## src/rtl/wombat_command_issuer_uart.sv

```systemverilog
// Host-side initiator for the wombat UART register protocol: serializes write/read command frames
// on o_tx and assembles the read response arriving on i_rx.
module wombat_command_issuer_uart #(
   parameter int unsigned WORD_WIDTH         = 8,
   parameter int unsigned DIVISOR            = 100,
   parameter int unsigned SAMPLE_PHASE       = 49,
   parameter int unsigned REG_WIDTH          = 4,
   parameter int unsigned UART_LITTLE_ENDIAN = 1,
   parameter int unsigned LITTLE_ENDIAN      = 0,
   parameter int unsigned TIMEOUT            = 65535,
   parameter logic [WORD_WIDTH-1:0] CMD_WRITE = WORD_WIDTH'(1),
   parameter logic [WORD_WIDTH-1:0] CMD_READ  = WORD_WIDTH'(2)
) (
   input  logic                            clk,
   input  logic                            i_reset,
   input  logic                            i_valid,
   output logic                            o_ready,
   input  logic                            i_rw,
   input  logic [WORD_WIDTH-1:0]           i_addr,
   input  logic [REG_WIDTH*WORD_WIDTH-1:0] i_value,
   output logic                            o_tx,
   input  logic                            i_rx,
   output logic [REG_WIDTH*WORD_WIDTH-1:0] o_r_value,
   output logic                            o_r_valid,
   output logic                            o_timeout,
   output logic                            o_busy
);

   localparam int unsigned NWORDS  = REG_WIDTH + 2;
   localparam int unsigned FRAME_W = NWORDS * WORD_WIDTH;
   localparam int unsigned RV_W    = REG_WIDTH * WORD_WIDTH;
   localparam int unsigned DIV_W   = $clog2(DIVISOR);
   localparam int unsigned BIT_W   = $clog2(WORD_WIDTH + 2);
   localparam int unsigned WIDX_W  = $clog2(NWORDS);
   localparam int unsigned TO_W    = $clog2(TIMEOUT + 1);
   localparam int unsigned RCNT_W  = $clog2(REG_WIDTH + 1);

   typedef enum logic [1:0] {StIdle, StSend, StWait} state_e;

   state_e              state_q, state_d;
   logic [FRAME_W-1:0]  frame_q, frame_d;
   logic                is_write_q, is_write_d;
   logic [WIDX_W-1:0]   word_idx_q, word_idx_d;
   logic [BIT_W-1:0]    bit_idx_q, bit_idx_d;
   logic [DIV_W-1:0]    div_q, div_d;
   logic                tx_q, tx_d;
   logic [TO_W-1:0]     to_cnt_q, to_cnt_d;
   logic [RCNT_W-1:0]   rcnt_q, rcnt_d;
   logic [RV_W-1:0]     r_value_q, r_value_d;
   logic [RV_W-1:0]     r_saved_q, r_saved_d;
   logic                r_valid_q, r_valid_d;
   logic                timeout_q, timeout_d;

   logic [1:0]            rx_sync_q, rx_sync_d;
   logic                  rx_busy_q, rx_busy_d;
   logic [DIV_W-1:0]      rx_div_q, rx_div_d;
   logic [BIT_W-1:0]      rx_bit_q, rx_bit_d;
   logic [WORD_WIDTH-1:0] rx_data_q, rx_data_d;
   logic                  rx_dv_q, rx_dv_d;
   logic                  rx_dv_prev_q;
   logic                  rx_in;
   logic                  rx_stb;

   logic [FRAME_W-1:0]    frame_msw;
   logic [FRAME_W-1:0]    frame_new;
   logic [WORD_WIDTH-1:0] cur_word;
   logic                  data_bit;
   logic [RV_W-1:0]       r_shifted;

   assign rx_in  = rx_sync_q[1];
   assign rx_stb = rx_dv_q & ~rx_dv_prev_q;

   // Frame as sent with word0 in the top slot; LITTLE_ENDIAN reverses the word order.
   always_comb begin
      frame_msw = {(i_rw ? CMD_WRITE : CMD_READ), i_addr, (i_rw ? i_value : {RV_W{1'b0}})};
      frame_new = frame_msw;
      if (LITTLE_ENDIAN != 0) begin
         for (int k = 0; k < NWORDS; k++) begin
            frame_new[k*WORD_WIDTH +: WORD_WIDTH] =
               frame_msw[(NWORDS-1-k)*WORD_WIDTH +: WORD_WIDTH];
         end
      end
   end

   always_comb begin
      cur_word = frame_q[FRAME_W-1 -: WORD_WIDTH];
      data_bit = 1'b1;
      for (int k = 0; k < WORD_WIDTH; k++) begin
         if (int'(bit_idx_q) == k) begin
            data_bit = (UART_LITTLE_ENDIAN != 0) ? cur_word[k] : cur_word[WORD_WIDTH-1-k];
         end
      end
      if (LITTLE_ENDIAN != 0) begin
         r_shifted = (r_value_q >> WORD_WIDTH) | (RV_W'(rx_data_q) << (RV_W - WORD_WIDTH));
      end else begin
         r_shifted = (r_value_q << WORD_WIDTH) | RV_W'(rx_data_q);
      end
   end

   always_comb begin
      state_d    = state_q;
      frame_d    = frame_q;
      is_write_d = is_write_q;
      word_idx_d = word_idx_q;
      bit_idx_d  = bit_idx_q;
      div_d      = div_q;
      tx_d       = tx_q;
      to_cnt_d   = to_cnt_q;
      rcnt_d     = rcnt_q;
      r_value_d  = r_value_q;
      r_saved_d  = r_saved_q;
      r_valid_d  = 1'b0;
      timeout_d  = 1'b0;
      unique case (state_q)
         StIdle: begin
            if (i_valid) begin
               state_d    = StSend;
               frame_d    = frame_new;
               is_write_d = i_rw;
               word_idx_d = '0;
               bit_idx_d  = '0;
               div_d      = '0;
               tx_d       = 1'b0;
            end
         end
         StSend: begin
            if (div_q == DIV_W'(DIVISOR - 1)) begin
               div_d = '0;
               if (bit_idx_q == BIT_W'(WORD_WIDTH + 1)) begin
                  if (word_idx_q == WIDX_W'(NWORDS - 1)) begin
                     state_d  = is_write_q ? StIdle : StWait;
                     tx_d     = 1'b1;
                     to_cnt_d = '0;
                     rcnt_d   = '0;
                  end else begin
                     word_idx_d = word_idx_q + WIDX_W'(1);
                     bit_idx_d  = '0;
                     frame_d    = frame_q << WORD_WIDTH;
                     tx_d       = 1'b0;
                  end
               end else begin
                  bit_idx_d = bit_idx_q + BIT_W'(1);
                  // Next bit is data index bit_idx_q, or the stop bit after the last data bit.
                  tx_d = (bit_idx_q == BIT_W'(WORD_WIDTH)) ? 1'b1 : data_bit;
               end
            end else begin
               div_d = div_q + DIV_W'(1);
            end
         end
         StWait: begin
            to_cnt_d = to_cnt_q + TO_W'(1);
            if (to_cnt_q == TO_W'(TIMEOUT)) begin
               state_d = StIdle;
            end else if (to_cnt_q == TO_W'(TIMEOUT - 1)) begin
               // Timeout wins over a coincident word; partial words are rolled back.
               timeout_d = 1'b1;
               r_value_d = r_saved_q;
            end else if (rx_stb) begin
               r_value_d = r_shifted;
               if (rcnt_q == RCNT_W'(REG_WIDTH - 1)) begin
                  r_valid_d = 1'b1;
                  r_saved_d = r_shifted;
                  state_d   = StIdle;
               end else begin
                  rcnt_d = rcnt_q + RCNT_W'(1);
               end
            end
         end
         default: state_d = StIdle;
      endcase
   end

   // Receiver: two-flop synchronizer, start-bit qualify, mid-bit sampling, stop-bit check.
   always_comb begin
      rx_sync_d = {rx_sync_q[0], i_rx};
      rx_busy_d = rx_busy_q;
      rx_div_d  = rx_div_q;
      rx_bit_d  = rx_bit_q;
      rx_data_d = rx_data_q;
      rx_dv_d   = 1'b0;
      if (!rx_busy_q) begin
         if (!rx_in) begin
            rx_busy_d = 1'b1;
            rx_div_d  = '0;
            rx_bit_d  = '0;
         end
      end else begin
         if (rx_div_q == DIV_W'(DIVISOR - 1)) begin
            rx_div_d = '0;
            rx_bit_d = rx_bit_q + BIT_W'(1);
         end else begin
            rx_div_d = rx_div_q + DIV_W'(1);
         end
         if (rx_div_q == DIV_W'(SAMPLE_PHASE)) begin
            if (rx_bit_q == '0) begin
               rx_busy_d = ~rx_in;
            end else if (rx_bit_q <= BIT_W'(WORD_WIDTH)) begin
               rx_data_d = (UART_LITTLE_ENDIAN != 0) ?
                  ((rx_data_q >> 1) | (WORD_WIDTH'(rx_in) << (WORD_WIDTH - 1))) :
                  ((rx_data_q << 1) | WORD_WIDTH'(rx_in));
            end else begin
               rx_busy_d = 1'b0;
               rx_dv_d   = rx_in;
            end
         end
      end
   end

   always_ff @(posedge clk or posedge i_reset) begin
      if (i_reset) begin
         state_q    <= StIdle;
         frame_q    <= '0;
         is_write_q <= 1'b0;
         word_idx_q <= '0;
         bit_idx_q  <= '0;
         div_q      <= '0;
         tx_q       <= 1'b1;
         to_cnt_q   <= '0;
         rcnt_q     <= '0;
         r_value_q  <= '0;
         r_saved_q  <= '0;
         r_valid_q  <= 1'b0;
         timeout_q  <= 1'b0;
      end else begin
         state_q    <= state_d;
         frame_q    <= frame_d;
         is_write_q <= is_write_d;
         word_idx_q <= word_idx_d;
         bit_idx_q  <= bit_idx_d;
         div_q      <= div_d;
         tx_q       <= tx_d;
         to_cnt_q   <= to_cnt_d;
         rcnt_q     <= rcnt_d;
         r_value_q  <= r_value_d;
         r_saved_q  <= r_saved_d;
         r_valid_q  <= r_valid_d;
         timeout_q  <= timeout_d;
      end
   end

   always_ff @(posedge clk or posedge i_reset) begin
      if (i_reset) begin
         rx_sync_q    <= 2'b11;
         rx_busy_q    <= 1'b0;
         rx_div_q     <= '0;
         rx_bit_q     <= '0;
         rx_data_q    <= '0;
         rx_dv_q      <= 1'b0;
         rx_dv_prev_q <= 1'b0;
      end else begin
         rx_sync_q    <= rx_sync_d;
         rx_busy_q    <= rx_busy_d;
         rx_div_q     <= rx_div_d;
         rx_bit_q     <= rx_bit_d;
         rx_data_q    <= rx_data_d;
         rx_dv_q      <= rx_dv_d;
         rx_dv_prev_q <= rx_dv_q;
      end
   end

   assign o_ready   = (state_q == StIdle);
   assign o_busy    = ~o_ready;
   assign o_tx      = tx_q;
   assign o_r_value = r_value_q;
   assign o_r_valid = r_valid_q;
   assign o_timeout = timeout_q;

endmodule

```

## config.mk

```make
export PLATFORM = sky130hd
export DESIGN_NAME = wombat_command_issuer_uart
export DESIGN_NICKNAME = d
export VERILOG_FILES = /design/src/rtl/wombat_command_issuer_uart.sv
export SDC_FILE = /design/constraint.sdc
export NUM_CORES = 1
export LEC_CHECK = 0
export CAP_MARGIN = 0
export CORE_MARGIN = 2
export CORE_UTILIZATION = 45
export DETAILED_ROUTE_END_ITERATION = 6
export GPL_TIMING_DRIVEN = 0
export PLACE_DENSITY = 0.71
export SLEW_MARGIN = 10
export SYNTH_ARGS = -nofsm -noshare
export SYNTH_HDL_FRONTEND = slang
export SYNTH_SLANG_ARGS = --single-unit
```

## constraint.sdc

```tcl
create_clock -name clk -period 11.6 [get_ports clk]
set_input_delay 1.74 -clock clk [delete_from_list [all_inputs] [get_ports clk]]
set_output_delay 1.74 -clock clk [all_outputs]
set_load 0.005 [all_outputs]
```

# Word-level counts from Yosys, hierarchy flattened
# Index checks and enable logic that the tools add are counted.
# op_classes
n_mux,81
reduce_logical,18
bitwise_logic,9
n_lt_le_gt_ge,1
eq_ne,33
addsub,7
# op_table
cell,count
two-way mux 48 bit,4
two-way mux 32 bit,3
one-hot mux 48 bit (2 select lines),1
two-way mux 16 bit,3
two-way mux 7 bit,5
two-way mux 3 bit,11
"== test 16 bit, second input constant",2
OR 32 x 8 -> 32 bit,1
one-hot mux 16 bit (2 select lines),1
two-way mux 1 bit,30
two-way mux 4 bit,7
"== test 4 bit, second input constant",6
two-way mux 2 bit,10
"inequality test 2 bit, second input constant",9
"adder 16 x 1 -> 16 bit, second input constant",1
"adder 7 x 1 -> 7 bit, second input constant",2
"== test 7 bit, second input constant",2
one-hot mux 7 bit (2 select lines),1
"inequality test 3 bit, second input constant",4
one-hot mux 3 bit (2 select lines),2
AND reduction 4 bit,3
AND reduction 5 bit,2
"adder 4 x 1 -> 4 bit, second input constant",2
"== test 4 x 3 -> 1 bit, second input constant",2
22 further kinds,35
# word_totals
word_cells,169
regBits,175
output_inout_bits,37

# Logic depth before layout (Yosys ltp)
# logic_depth
ltp_word,13
ltp_mapped,8
depth_no_buf,7

# Worst setup path after synthesis
# OpenSTA, ideal clock, no wires.
# synth_timing
path_type,input port to flip-flop
from,input port i_valid
to,register frame_q[10]
arrival_ns,2.831
n_path_buf,2
path_slack_ns,8.628
path_stages,6
setup_ns,0.141
cell_sequence,nor2_1 > a311oi_1 > o21a_1 > buf_2 > clkbuf_1 > a31oi_1
# synth_between
elab_chain_cells,2
# synth_lines
element,line_no,text
start: declaration,16,"input logic i_valid,"
inequality test 2 bit (no line),-,
AND reduction 5 bit (no line),-,
end signal: assignment,226,frame_q <= frame_d;
end: declaration,41,"logic [FRAME_W-1:0] frame_q, frame_d;"
# Every way passes these cells.
# A chain may end at the register's enable or synchronous reset.

# Worst setup path after layout
# layout_timing
from,input port i_valid
to,register word_idx_q[1]
# layout_between
elab_chain_cells,2
# layout_lines
element,line_no,text
inequality test 2 bit (no line),-,
AND reduction 5 bit (no line),-,
end signal: assignment,228,word_idx_q <= word_idx_d;
end: declaration,43,"logic [WIDX_W-1:0] word_idx_q, word_idx_d;"
# Every way passes these cells.

==> impl_metrics.py <==
metrics = {
    "outcome": {
        "status": "complete, no violations",
    },
    "sta": {
        "max_freq_ghz": 0.281,
        "setup_viol": 0,
        "timing.setup.tns_ns": 0,
        "finalHoldViolCount": 0,
        "maxSlewViolCount": 0,
        "slew_headroom_pct": 46.0,
        "tightest_slew_ns": 0.804,
        "min_period_ns": 3.55,
        "period_share_pct": 30.6,
        "rsz0062_at_grt": "no",
        "skew_ns": 0.0119,
    },
    "routing": {
        "drtIter0Drc": 401,
        "via_count": 6024,
        "drc": 0,
        "wl_per_cell_um": 15.6,
        "drt.antenna.violating_nets": 0,
        "via_per_inst": 5.48,
        "drt-pass1-iter-count": 5,
        "wirelength_um": 17200,
    },
    "grt": {
        "track_usage_pct": 19.5,
        "antenna_found_initial": 0,
        "grt_max_degree": 102,
        "gr-total-overflow": 0,
        "grt_pass1_wl_um": 29200,
        "grt_pass1_vias": 5863,
    },
    "setup_path": {
        "cp_data_required_time_ns": 11.94,
        "rr_endpoint": "word_idx_q[1]$_DFFE_PP0P_",
        "rrSetupSlack_ns": 9.28,
        "ff2ff_path_depth": 5,
        "crit_fanout": 10,
        "cp.arrival_ns": 3.89,
        "cp-start-kind": "input pin",
        "rr_startpoint": "word_idx_q[0]$_DFFE_PP0P_",
        "critPathCaptureType": "register",
        "path_class": "in2reg",
    },
    "hold_path": {
        "worstHoldEndpoint": "rx_sync_q[1]$_DFF_PP1_",
        "hp-class": "reg2reg",
        "min_path_cells": 0,
        "hold_start": "rx_sync_q[0]$_DFF_PP1_",
    },
    "floorplan": {
        "die_area_mm2": 0.0190,
        "die_y_um": 138,
        "coreArea_mm2": 0.0174,
        "placementRows": 48,
        "io_pins": 82,
        "die_w_um": 138,
        "initial_utilization_pct": 46.3,
    },
    "synthesis": {
        "yosysSeqAreaShare_pct": 54.3,
        "synth_flop_cell": "dfrtp_1",
        "synth_edf_count": 0,
        "syn_nets": 818,
        "synth.avg_cell_area_um2": 10.6,
        "yosysWarnings": 0,
        "netlist_instances": 762,
        "post_synth_num_cell_types": 57,
        "syn_area_mm2": 0.00807,
        "async_reset_ff_share_pct": 100,
        "synth_seq_cells": 175,
    },
    "layout": {
        "fin_util_pct": 56.1,
        "area_growth_pct": 21.0,
        "fillCellCount": 1491,
        "drive_gt1_share_pct": 14.3,
        "diodes": 0,
        "fin_nets": 918,
    },
    "power_and_ir_drop": {
        "power.density_mw_per_mm2": 155,
        "vdd_drop_max_mv": 0.118,
        "p_leak_nw": 4.39,
        "totalPowerFinal_mw": 1.51,
    },
    "placement": {
        "dp.final_hpwl_um": 11800,
        "io_buffers": 80,
        "gp_congestion": 0.817,
    },
    "clock_network": {
        "cts_made_buffers": 17,
        "insertion_delay_ns": 0.43,
        "cts.root.buffer_cell": "clkbuf_16",
        "clk_pin_slew_ns": 0.07,
        "cts_max_level": 4,
        "cts_hold_buffers": 0,
        "cts.repair.resized": 0,
        "cts_post_setup_buffers_inserted": 0,
        "cts.sinks": 175,
        "clock_path_buffers": 2,
        "cts_tree": "built",
    },
    "run": {
        "maxCapViolations": 0,
    },
}
==> cell families (layout without fill, tap and decap cells) <==
kind of cell / count (synthesis) / in the layout / synth area share [%]
AND/OR/NAND/NOR: 250 / 250 / 14.8
AO/OA/AOI/OAI: 179 / 179 / 15.1
flip-flops: 175 / 175 / 54.3
buffers and inverters: 86 / 199 / 5.83
multiplexers: 45 / 45 / 6.51
XOR/XNOR: 16 / 16 / 1.74
adder cells (fa/ha/maj): 11 / 11 / 1.71
==> sequential cells by signal, indices dropped and copies added, names as in the netlist, 2 cells and up <==
signal and count:
frame_q 48, o_r_value 32, r_saved_q 32, to_cnt_q 16
rx_data_q 8, div_q 7, rx_div_q 7, bit_idx_q 4
rx_bit_q 4, rcnt_q 3, word_idx_q 3, rx_sync_q 2
state_q 2
==> area by class of cell <==
type	count	area (um^2)	area share [%]
buffer	73	422	4.32
clock buffer	17	425	4.36
clock inverter	15	149	1.53
inverter	13	56.3	0.577
multi-input combinational	501	3220	33.0
sequential	175	4380	44.9
tap	225	282	2.88
timing repair buffer	81	828	8.48
==> per-stage QoR <==
step           instance area, um^2  setup WS, ns  cells  hold slack [ns]
2_1_floorplan                 8070          5.12    762            0.345
3_3_place_gp                  9150          2.68   1067            0.348
3_5_place_dp                  9190          7.65   1068            0.353
4_1_cts                       9760          8.03   1100            0.363
5_1_grt                       9760          7.79   1100            0.366
6_report                      9760          8.05   1100            0.363
==> per-layer routing <==
layer	share of wire [%]	wire length [um]	GRT usage, %
met1	48	8240	26.7
met2	47	8070	31.2
met3	3.6	621	4.24
met4	1.6	267	6.07
met5	0	0	0
==> report_power, final <==
part | internal, mW | total (mW) | leakage [nW] | switching [mW]
Clock | 0.303 | 0.561 | 0.277 | 0.258
Sequential | 0.694 | 0.753 | 2.27 | 0.0582
Combinational | 0.0882 | 0.195 | 1.84 | 0.107
Total | 1.09 | 1.51 | 4.39 | 0.423
==> Yosys cell counts, types with 7 or more instances <==
master / n / area (um^2)
buf_4: 24 / 180
buf_2: 10 / 50.1
a31oi_1: 37 / 231
a22o_1: 11 / 96.3
nor2b_1: 8 / 50.1
a2bb2oi_1: 31 / 272
dfrtp_1: 172 / 4300
ha_1: 11 / 138
o22ai_1: 35 / 219
nand2_1: 87 / 327
inv_1: 13 / 48.8
xnor2_1: 7 / 61.3
mux2_2: 35 / 394
nand3_1: 40 / 200
o21ai_0: 34 / 170
xor2_1: 9 / 78.8
a21oi_1: 11 / 55.1
nand4_1: 13 / 81.3
clkbuf_1: 30 / 113
nor2_1: 63 / 236
==> worst max-delay path: stages <==
cell             delay, ns
clkdlybuf4s50_1       0.54
nor2_1                0.08
a311oi_1              0.51
o21ai_1               0.45
clkbuf_1              0.32
o31ai_1               0.24
==> worst max-delay path by stage <==
stage | start | to | slack [ns] | cells past startpoint
2_1_floorplan | i_reset | bit_idx_q[0]$_DFFE_PP0P_ | 5.12 | 1
3_3_place_gp | i_reset | o_r_value[25]$_DFFE_PP0P_ | 2.68 | 2
3_5_place_dp | i_valid | word_idx_q[1]$_DFFE_PP0P_ | 7.65 | 6
4_1_cts | state_q[0]$_DFFE_PP0P_ | o_ready | 8.03 | 3
5_1_grt | i_valid | word_idx_q[1]$_DFFE_PP0P_ | 7.79 | 6
6_report | i_valid | word_idx_q[1]$_DFFE_PP0P_ | 8.05 | 6
==> cells in the final DEF, fill, tap and decap left out, types with 31 or more instances in the layout <==
master | netlist | final
clkdlybuf4s50_1 | 0 | 80
o21ai_0 | 34 | 34
o22ai_1 | 35 | 35
dfrtp_1 | 172 | 172
nor2_1 | 63 | 63
mux2_2 | 35 | 35
a31oi_1 | 37 | 37
nand2_1 | 87 | 87
a2bb2oi_1 | 31 | 31
nand3_1 | 40 | 40
Note: power is estimated with default switching activity, not from simulation.
